File: src/rtl/alu_pkg.sv
// alu_pkg: ALU opcode encodings and the arbiter FSM state type shared by
// alu and alu_share_arbiter. No ports.
package alu_pkg;

  localparam logic [3:0] OP_AND  = 4'b0000;
  localparam logic [3:0] OP_OR   = 4'b0001;
  localparam logic [3:0] OP_ADD  = 4'b0010;
  localparam logic [3:0] OP_SUB  = 4'b0011;
  localparam logic [3:0] OP_SLL  = 4'b0100;
  localparam logic [3:0] OP_SRL  = 4'b0101;
  localparam logic [3:0] OP_XOR  = 4'b0110;
  localparam logic [3:0] OP_SRA  = 4'b0111;
  localparam logic [3:0] OP_EQ   = 4'b1000;
  localparam logic [3:0] OP_PASS = 4'b1001;
  localparam logic [3:0] OP_LT   = 4'b1100;

  typedef enum logic [1:0] {
    IDLE = 2'd0,
    EXEC = 2'd1,
    RESP = 2'd2
  } arb_state_t;

endpackage

File: src/rtl/alu.sv
// alu: purely combinational ALU.
// Ports:
//   srca_i   in  DATA_WIDTH     operand A
//   srcb_i   in  DATA_WIDTH     operand B
//   op_i     in  OPCODE_LENGTH  operation select
//   result_o out DATA_WIDTH     result; unknown opcodes give 0
module alu
  import alu_pkg::*;
#(
  parameter int DATA_WIDTH    = 32,
  parameter int OPCODE_LENGTH = 4
) (
  input  logic [DATA_WIDTH-1:0]    srca_i,
  input  logic [DATA_WIDTH-1:0]    srcb_i,
  input  logic [OPCODE_LENGTH-1:0] op_i,
  output logic [DATA_WIDTH-1:0]    result_o
);

  localparam int SH_W = $clog2(DATA_WIDTH);

  always_comb begin
    result_o = '0;
    case (op_i)
      OPCODE_LENGTH'(OP_AND):  result_o = srca_i & srcb_i;
      OPCODE_LENGTH'(OP_OR):   result_o = srca_i | srcb_i;
      OPCODE_LENGTH'(OP_ADD):  result_o = srca_i + srcb_i;
      OPCODE_LENGTH'(OP_SUB):  result_o = srca_i - srcb_i;
      // Full-width shift amount: anything >= DATA_WIDTH shifts everything out.
      OPCODE_LENGTH'(OP_SLL):  result_o = srca_i << srcb_i;
      OPCODE_LENGTH'(OP_SRL):  result_o = srca_i >> srcb_i;
      OPCODE_LENGTH'(OP_XOR):  result_o = srca_i ^ srcb_i;
      // Arithmetic shift only looks at the low bits of B.
      OPCODE_LENGTH'(OP_SRA):  result_o = $unsigned($signed(srca_i) >>> srcb_i[SH_W-1:0]);
      OPCODE_LENGTH'(OP_EQ):   result_o = DATA_WIDTH'(srca_i == srcb_i);
      OPCODE_LENGTH'(OP_PASS): result_o = srcb_i;
      OPCODE_LENGTH'(OP_LT):   result_o = DATA_WIDTH'($signed(srca_i) < $signed(srcb_i));
      default:                 result_o = '0;
    endcase
  end

endmodule

File: src/rtl/alu_share_arbiter_rr_arbiter.sv
// rr_arbiter: combinational round-robin picker. The search starts one
// past ptr_i and wraps, so the last winner has lowest priority.
// Ports:
//   req_i       in  N      request vector
//   ptr_i       in  IDX_W  index of the previous winner
//   grant_o     out N      one-hot grant (zero if no request)
//   grant_idx_o out IDX_W  index of the granted bit (0 if none)
module rr_arbiter #(
  parameter int N     = 4,
  parameter int IDX_W = (N > 1) ? $clog2(N) : 1
) (
  input  logic [N-1:0]     req_i,
  input  logic [IDX_W-1:0] ptr_i,
  output logic [N-1:0]     grant_o,
  output logic [IDX_W-1:0] grant_idx_o
);

  logic             found;
  logic [IDX_W-1:0] idx;

  always_comb begin
    grant_o     = '0;
    grant_idx_o = '0;
    found       = 1'b0;
    idx         = '0;
    for (int k = 1; k <= N; k++) begin
      idx = IDX_W'((int'(ptr_i) + k) % N);
      if (!found && req_i[idx]) begin
        found        = 1'b1;
        grant_o[idx] = 1'b1;
        grant_idx_o  = idx;
      end
    end
  end

endmodule

File: src/rtl/alu_share_arbiter.sv
// alu_share_arbiter: shares one ALU between NUM_REQ requesters with
// round-robin grant and one operation in flight. Operands are registered
// before the ALU and the result after it.
// Ports:
//   clk, rst_n              clock, async active-low reset
//   req_valid/req_ready     per-requester request handshake (ready one-hot)
//   req_srca/srcb/op        packed per-requester operands, slice i = requester i
//   rsp_valid/rsp_ready     per-requester response handshake (valid one-hot)
//   rsp_result              registered ALU result
//   busy                    high whenever not IDLE
//
// state | meaning
// IDLE  | waiting for a request; grant and capture operands in one cycle
// EXEC  | ALU evaluates registered operands; result registered on the edge
// RESP  | result presented to owner until owner's rsp_ready
module alu_share_arbiter
  import alu_pkg::*;
#(
  parameter int DATA_WIDTH    = 32,
  parameter int OPCODE_LENGTH = 4,
  parameter int NUM_REQ       = 4
) (
  input  logic                             clk,
  input  logic                             rst_n,
  input  logic [NUM_REQ-1:0]               req_valid,
  output logic [NUM_REQ-1:0]               req_ready,
  input  logic [NUM_REQ*DATA_WIDTH-1:0]    req_srca,
  input  logic [NUM_REQ*DATA_WIDTH-1:0]    req_srcb,
  input  logic [NUM_REQ*OPCODE_LENGTH-1:0] req_op,
  output logic [NUM_REQ-1:0]               rsp_valid,
  input  logic [NUM_REQ-1:0]               rsp_ready,
  output logic [DATA_WIDTH-1:0]            rsp_result,
  output logic                             busy
);

  localparam int IDX_W = $clog2(NUM_REQ);

  arb_state_t               state_q, state_d;
  logic [IDX_W-1:0]         rr_ptr_q, rr_ptr_d;
  logic [IDX_W-1:0]         owner_q, owner_d;
  logic [DATA_WIDTH-1:0]    srca_q, srca_d;
  logic [DATA_WIDTH-1:0]    srcb_q, srcb_d;
  logic [OPCODE_LENGTH-1:0] op_q, op_d;
  logic [DATA_WIDTH-1:0]    result_q, result_d;

  logic [NUM_REQ-1:0]       grant;
  logic [IDX_W-1:0]         grant_idx;
  logic [DATA_WIDTH-1:0]    alu_result;

  rr_arbiter #(
    .N     (NUM_REQ),
    .IDX_W (IDX_W)
  ) u_rr_arbiter (
    .req_i       (req_valid),
    .ptr_i       (rr_ptr_q),
    .grant_o     (grant),
    .grant_idx_o (grant_idx)
  );

  alu #(
    .DATA_WIDTH    (DATA_WIDTH),
    .OPCODE_LENGTH (OPCODE_LENGTH)
  ) u_alu (
    .srca_i   (srca_q),
    .srcb_i   (srcb_q),
    .op_i     (op_q),
    .result_o (alu_result)
  );

  always_comb begin
    state_d   = state_q;
    rr_ptr_d  = rr_ptr_q;
    owner_d   = owner_q;
    srca_d    = srca_q;
    srcb_d    = srcb_q;
    op_d      = op_q;
    result_d  = result_q;
    req_ready = '0;
    rsp_valid = '0;
    case (state_q)
      IDLE: begin
        if (|req_valid) begin
          req_ready = grant;
          srca_d    = req_srca[grant_idx*DATA_WIDTH +: DATA_WIDTH];
          srcb_d    = req_srcb[grant_idx*DATA_WIDTH +: DATA_WIDTH];
          op_d      = req_op[grant_idx*OPCODE_LENGTH +: OPCODE_LENGTH];
          owner_d   = grant_idx;
          rr_ptr_d  = grant_idx;
          state_d   = EXEC;
        end
      end
      EXEC: begin
        result_d = alu_result;
        state_d  = RESP;
      end
      RESP: begin
        rsp_valid[owner_q] = 1'b1;
        // Only the owner's ready completes the response.
        if (rsp_ready[owner_q]) begin
          state_d = IDLE;
        end
      end
      default: state_d = IDLE;
    endcase
  end

  always_ff @(posedge clk or negedge rst_n) begin
    if (!rst_n) begin
      state_q  <= IDLE;
      rr_ptr_q <= IDX_W'(NUM_REQ - 1);
      owner_q  <= '0;
      srca_q   <= '0;
      srcb_q   <= '0;
      op_q     <= '0;
      result_q <= '0;
    end else begin
      state_q  <= state_d;
      rr_ptr_q <= rr_ptr_d;
      owner_q  <= owner_d;
      srca_q   <= srca_d;
      srcb_q   <= srcb_d;
      op_q     <= op_d;
      result_q <= result_d;
    end
  end

  assign rsp_result = result_q;
  assign busy       = (state_q != IDLE);

endmodule

File: config.mk
export PLATFORM = sky130hd
export DESIGN_NAME = alu_share_arbiter
export DESIGN_NICKNAME = d
export VERILOG_FILES = /design/src/rtl/alu_pkg.sv /design/src/rtl/alu.sv /design/src/rtl/alu_share_arbiter_rr_arbiter.sv /design/src/rtl/alu_share_arbiter.sv
export SDC_FILE = /design/constraint.sdc
export NUM_CORES = 1
export LEC_CHECK = 0
export ABC_CLOCK_PERIOD_IN_PS = 3300
export BUFFER_PORTS_ARGS = -buffer_cell sky130_fd_sc_hd__buf_4
export CORE_MARGIN = 3
export CORE_UTILIZATION = 45
export CTS_CLUSTER_SIZE = 16
export DETAILED_ROUTE_END_ITERATION = 10
export PLACE_DENSITY = 0.7
export SLEW_MARGIN = 15
export SYNTH_ARGS = -nofsm -noshare
export SYNTH_HDL_FRONTEND = slang
export SYNTH_SLANG_ARGS = --single-unit
File: constraint.sdc
create_clock -name clk -period 3.3 [get_ports clk]
set_input_delay 0.66 -clock clk [delete_from_list [all_inputs] [get_ports clk]]
set_output_delay 0.66 -clock clk [all_outputs]
set_load 0.03 [all_outputs]
Word level (Yosys, flattened, before mapping). Index checks and enable logic that the tools add are counted.

Eq/ne operators: 15. Multiplexer cells: 38. Bitwise logic cells: 6. Shift-type cells: 6. Order comparisons: 11. Reduce and logical (&&, ||, !) cells: 17. Add/subtract/negate cells: 6.

Operators with widths (number): 32-bit case mux with 11 select lines (1); 128-bit by 8-bit indexed part select with 32-bit output (2); 32-bit adder (1); 32-bit AND (1); 32-bit == test (1); 32-bit < comparator (1); 32-bit bitwise OR (1); 32-bit by 32-bit << shifter with 32-bit output (1); 32-bit by 32-bit right shift with 32-bit output (1); 32-bit by 5-bit >>> shifter with 32-bit output (1); 32-bit subtractor (1); 32-bit bitwise XOR (1); 4-bit two-way mux (7); 4-bit by 3-bit == test with 1-bit output (second input constant) (4); 16-bit by 5-bit indexed part select with 4-bit output (1); 2-bit by 3-bit < comparator with 1-bit output (second input constant) (5); 1-bit two-way mux (13); 4-bit == test (second input constant) (3); 2-bit two-way mux (6); 4-bit bitwise OR (3); 1-bit binary-select mux with 2-bit select (5); 1-bit demux with 2-bit select (5); 2-bit by 1-bit >= comparator with 1-bit output (second input constant) (5); 4-bit by 2-bit == test with 1-bit output (second input constant) (2); other kinds (14) (27).

Register bits after elaboration: 106. Output and inout bits: 41.

Longest topological paths before layout.
Depth in word-level cells: 15. Mapped depth: 15. Depth with buffers taken out: 13.

Modules after synthesis. From an unflattened synthesis, not the netlist that was laid out.

Cell total of the unflattened synthesis: 1786. Area, all modules: 15773.9 µm².

Modules (own cells, without submodules): alu (instances 1, area an instance 9402.8 µm², cells an instance 1397); alu_share_arbiter (instances 1, area an instance 5825.6 µm², cells an instance 321); rr_arbiter (instances 1, area an instance 545.5 µm², cells an instance 68).

Least setup slack after synthesis. No wires, ideal clock.

Path type: register to register. Start: register srcb_q[3]. End: register result_q[28], in the netlist rsp_result[28]. Period minus slack after synthesis: 3.595 ns. Required time: 3.166 ns. Setup slack: -0.295 ns. Arrival: 3.461 ns. Setup time: 0.134 ns. Path buffers: 4. Stages on the path, launching flop included: 16. Cells stage by stage: dfrtp_1 > clkbuf_1 > inv_2 > buf_1 > buf_1 > ha_1 > buf_4 > nor2_1 > o21ai_0 > a2111oi_1 > nor3_2 > o311ai_1 > nor2_1 > xnor2_1 > a222oi_1 > o21ai_1.

Longest elaborated chain between the ends: 2. Elaborated cells on any way between the ends: 6. Those cells by class: add/sub: 2; shift: 3; mux: 1.

Ends and longest elaborated chain: start, declared (line alu_share_arbiter.sv:42) `logic [DATA_WIDTH-1:0] srcb_q, srcb_d;`; start signal, assigned (line alu_share_arbiter.sv:121) `srcb_q <= srcb_d;`; 32-bit subtractor, or another cell as far along (line alu.sv:27) `OPCODE_LENGTH'(OP_SUB): result_o = srca_i - srcb_i;`; 32-bit case mux with 11 select lines (*) (line alu.sv:23) `case (op_i)`; end signal, assigned (line alu_share_arbiter.sv:123) `result_q <= result_d;`; end, declared (line alu_share_arbiter.sv:44) `logic [DATA_WIDTH-1:0] result_q, result_d;`.

Mark *: on every way between the ends. The rest lies on a longest branch, timed or not. A chain may end at the register's enable or synchronous reset.

Worst setup path in the final report.
Start: register srca_q[1]. End: register result_q[31], in the netlist rsp_result[31].

Longest elaborated chain between the ends: 2. Elaborated cells on any way between the ends: 6. Those cells by class: add/sub: 2; shift: 3; mux: 1.

Ends and longest elaborated chain: start, declared (line alu_share_arbiter.sv:41) `logic [DATA_WIDTH-1:0] srca_q, srca_d;`; start signal, assigned (line alu_share_arbiter.sv:120) `srca_q <= srca_d;`; 32-bit subtractor, or another cell as far along (line alu.sv:27); 32-bit case mux with 11 select lines (*) (line alu.sv:23).

Marks and branches as above.

==> impl_metrics.yaml <==
floorplanning:
  die-area_mm2: 0.0374
  io_pins: 323
  die_y_um: 193
  die_width_um: 193
  rows: 67
  core_mm2: 0.0340
  start_util: 0.464
clocking:
  root_buffer: "clkbuf_16"
  worstSkewPairLatency_ps: 400
  cts_buffer_depth: 2
  cts_tree: "done"
  cts_made_buffers: 9
  hold_buffers: 0
  cts_htree_levels: 3
  cts_sinks: 106
  clk_pin_slew_ps: 90
routing:
  dr.pass1.iters: 9
  drtIter0Drc: 2581
  drtAntennaViolNets: 0
  wl_per_cell_um: 26.1
  drt-vias-per-instance: 6.57
  drc: 0
  wl_um: 76100
  route.vias.total: 19100
synthesis:
  synth_edf_count: 0
  synth_ff_type: "dfrtp_1"
  netlist_instances: 1991
  syn-num-nets: 2385
  avgSynthCellArea_um2: 7.94
  ys_top_cells_by_area: "dfrtp_1, mux2i_1, ha_1"
  synth_area_mm2: 0.0158
  yosysSeqAreaShare: 0.168
  yosysWarningCount: 0
  yosysTopAreaCellShare: 0.165
  ys_ff_latch: 106
  synth_top_area_cell: "dfrtp_1"
  ys_types: 103
  async_reset_ff_frac: 1.00
cells_and_area:
  final_cells: 2910
  final_nets: 2851
  final_common_cell: "buf_4"
  antennaDiodeCount: 0
  nFillCells: 3126
  drive_above_1_share: 0.324
  design_area_mm2: 0.0210
  layout_common_cells: "buf_4, nand2_1, nor2_1"
  syn_to_final_growth_pct: 33.2
sta:
  final_hold_viol_count: 0
  worst_slew_pin_slew_ps: 1080
  slew_headroom: 0.273
  period_needed_ps: 3240
  drv_slew: 0
  fmax_mhz: 309
  timing.hold.ws_ps: 309
  finClkSkew_ps: 16.8
  period_share: 0.980
  rsz0062_at_grt: "true"
  setup_violations: 0
worst_setup_path:
  crit_family: "compound AO/OA/AOI/OAI gates"
  cpMaxStageDelayCell: "a2111o_1"
  crit_type: "reg -> reg"
  critPathBufInv: 2
  cp-end-kind: "register"
  path_cells: "inv_2 > ha_1 > o21ba_2 > nand2b_2 > buf_4 > a21oi_1 > o21bai_1 > a2111o_1 > a2111o_1 > a21oi_2 > mux2i_1 > o211ai_1"
  setup.worst_path.start_class: "register"
  arrival_ps: 3520
  slowest_delay_ps: 520
  worst_path_most_repeated_cell: "a2111o_1"
  cp_max_fo: 4
  crit_required_ps: 3580
grt:
  grt_pass1_vias: 18500
  grt-ovfl-total: 0
  antenna_found_initial: 0
  grt_max_degree: 73
  grt_usage: 0.387
  grt_pass1_wl_um: 113000
placement:
  io_buffers: 322
  placedCellCount: 2885
  gp_congestion: 1.11
  dp_hpwl_um: 60400
  place_area_mm2: 0.0204
power_and_ir_drop:
  leakagePower_nw: 9.64
  power.density_mw_per_mm2: 1350
  irDropWorstVdd_v: 0.000966
job:
  max_cap_viol_count: 0
worst_hold_path:
  hold_path_class: "in -> async"
run_status:
  outcome: "completed"
-- flip-flops by register name, indices dropped and copies added (netlist names) --
name,cells
rr_ptr_q,2
srcb_q,32
state_q,2
rsp_result,32
op_q,4
owner_q,2
srca_q,32
-- metrics by stage --
step,power [mW],util,setup TNS [ps],setup slack [ps]
2_1_floorplan,17.2,-,-10.7,-10.7
3_3_place_gp,25.7,0.600,-197,-85.8
3_5_place_dp,25.8,0.600,-628,-239
4_1_cts,27.2,0.610,0,0.151
5_1_grt,30.0,0.618,-8.38,-7.20
6_report,28.4,0.618,0,64.6
-- report_power, final --
part / internal, mW / switching [mW] / leakage, nW / total [mW]
Sequential: 1.94 / 0.655 / 1.32 / 2.59
Clock: 0.515 / 0.593 / 0.133 / 1.11
Combinational: 10.0 / 14.7 / 8.18 / 24.7
-- final timing paths --
kind | start | to | slack [ps] | cells after the start
worst max register to register | srca_q[1] | rsp_result[31] | 60 | 12
min in group clk | rsp_result[6] | rsp_result[6] | 500 | 2
max in group asynchronous | rst_n | rr_ptr_q[1] | 2180 | 2
worst max-delay path | srca_q[1] | rsp_result[31] | 60 | 12
worst min register to register | rsp_result[6] | rsp_result[6] | 500 | 2
worst min-delay path | rst_n | srca_q[1] | 310 | 1
-- cell families (layout without fill, tap and decap cells) --
logic type / after synthesis / in the layout / synth area share
buffers and inverters: 271 / 742 / 0.0737
AND/OR/NAND/NOR: 579 / 579 / 0.166
flip-flops: 106 / 106 / 0.168
multiplexers: 245 / 245 / 0.197
XOR/XNOR: 26 / 26 / 0.0144
AO/OA/AOI/OAI: 652 / 652 / 0.292
adder cells (fa/ha/maj): 112 / 112 / 0.0896
-- timing repair --
| action | in CTS | in global routing |
|---|---|---|
| endpoints found under the setup margin | 13 | 30 |
| pin swaps | 1 | 12 |
| buffers inserted | 3 | 5 |
| gates cloned | 0 | 1 |
| resized for setup | 13 | 43 |
-- cell type report --
| type | instances | area, um^2 | share of cell area |
|---|---|---|---|
| inverter | 101 | 383 | 0.0182 |
| tap | 448 | 561 | 0.0266 |
| multi-input combinational | 1614 | 12300 | 0.583 |
| clock buffer | 10 | 229 | 0.0109 |
| sequential | 106 | 2670 | 0.127 |
| clock inverter | 6 | 40.0 | 0.00190 |
| timing repair buffer | 625 | 4890 | 0.233 |
-- worst register-to-register path, stage by stage (launching register included) --
cell      delay [ps]
dfrtp_2          430
inv_2             70
ha_1             310
o21ba_2          250
nand2b_2         220
buf_4            150
a21oi_1          110
o21bai_1         120
a2111o_1         460
a2111o_1         520
a21oi_2          190
mux2i_1          210
o211ai_1          90
-- Yosys cell counts (8+ instances only) --
| master | instances |
|---|---|
| mux2_2 | 16 |
| and3_1 | 12 |
| o221ai_1 | 82 |
| a21o_1 | 17 |
| a211o_1 | 11 |
| nand2_1 | 205 |
| a221oi_1 | 20 |
| mux2i_1 | 177 |
| a31oi_1 | 19 |
| ha_1 | 110 |
| nand2b_1 | 9 |
| mux4_2 | 50 |
| nor2b_1 | 13 |
| nor4_1 | 20 |
| o21ai_1 | 15 |
| buf_2 | 37 |
| dfrtp_1 | 104 |
| nand3_1 | 26 |
| buf_1 | 9 |
| nor2_1 | 199 |
| o22ai_1 | 12 |
| xnor2_1 | 19 |
| o21ai_0 | 111 |
| nand4_1 | 11 |
| a21oi_1 | 137 |
| nor3_1 | 33 |
| inv_1 | 94 |
| o31ai_1 | 12 |
| a211oi_1 | 25 |
| buf_4 | 12 |
| clkbuf_1 | 104 |
| and2_1 | 11 |
| a22oi_1 | 26 |
| o211ai_1 | 26 |
| a22o_1 | 8 |
| a222oi_1 | 16 |
| o21bai_1 | 18 |
-- per-layer routing --
metal | vias to the layer above | global-route usage | part of all wire
met3 | 173 | 0.0917 | 0.12
met4 | 0 | 0.142 | 0.041
met1 | 9254 | 0.553 | 0.42
li1 | 8435 | - | -
met2 | 1252 | 0.568 | 0.42
met5 | - | 0 | 0
Power figures use the tool's default switching activity.
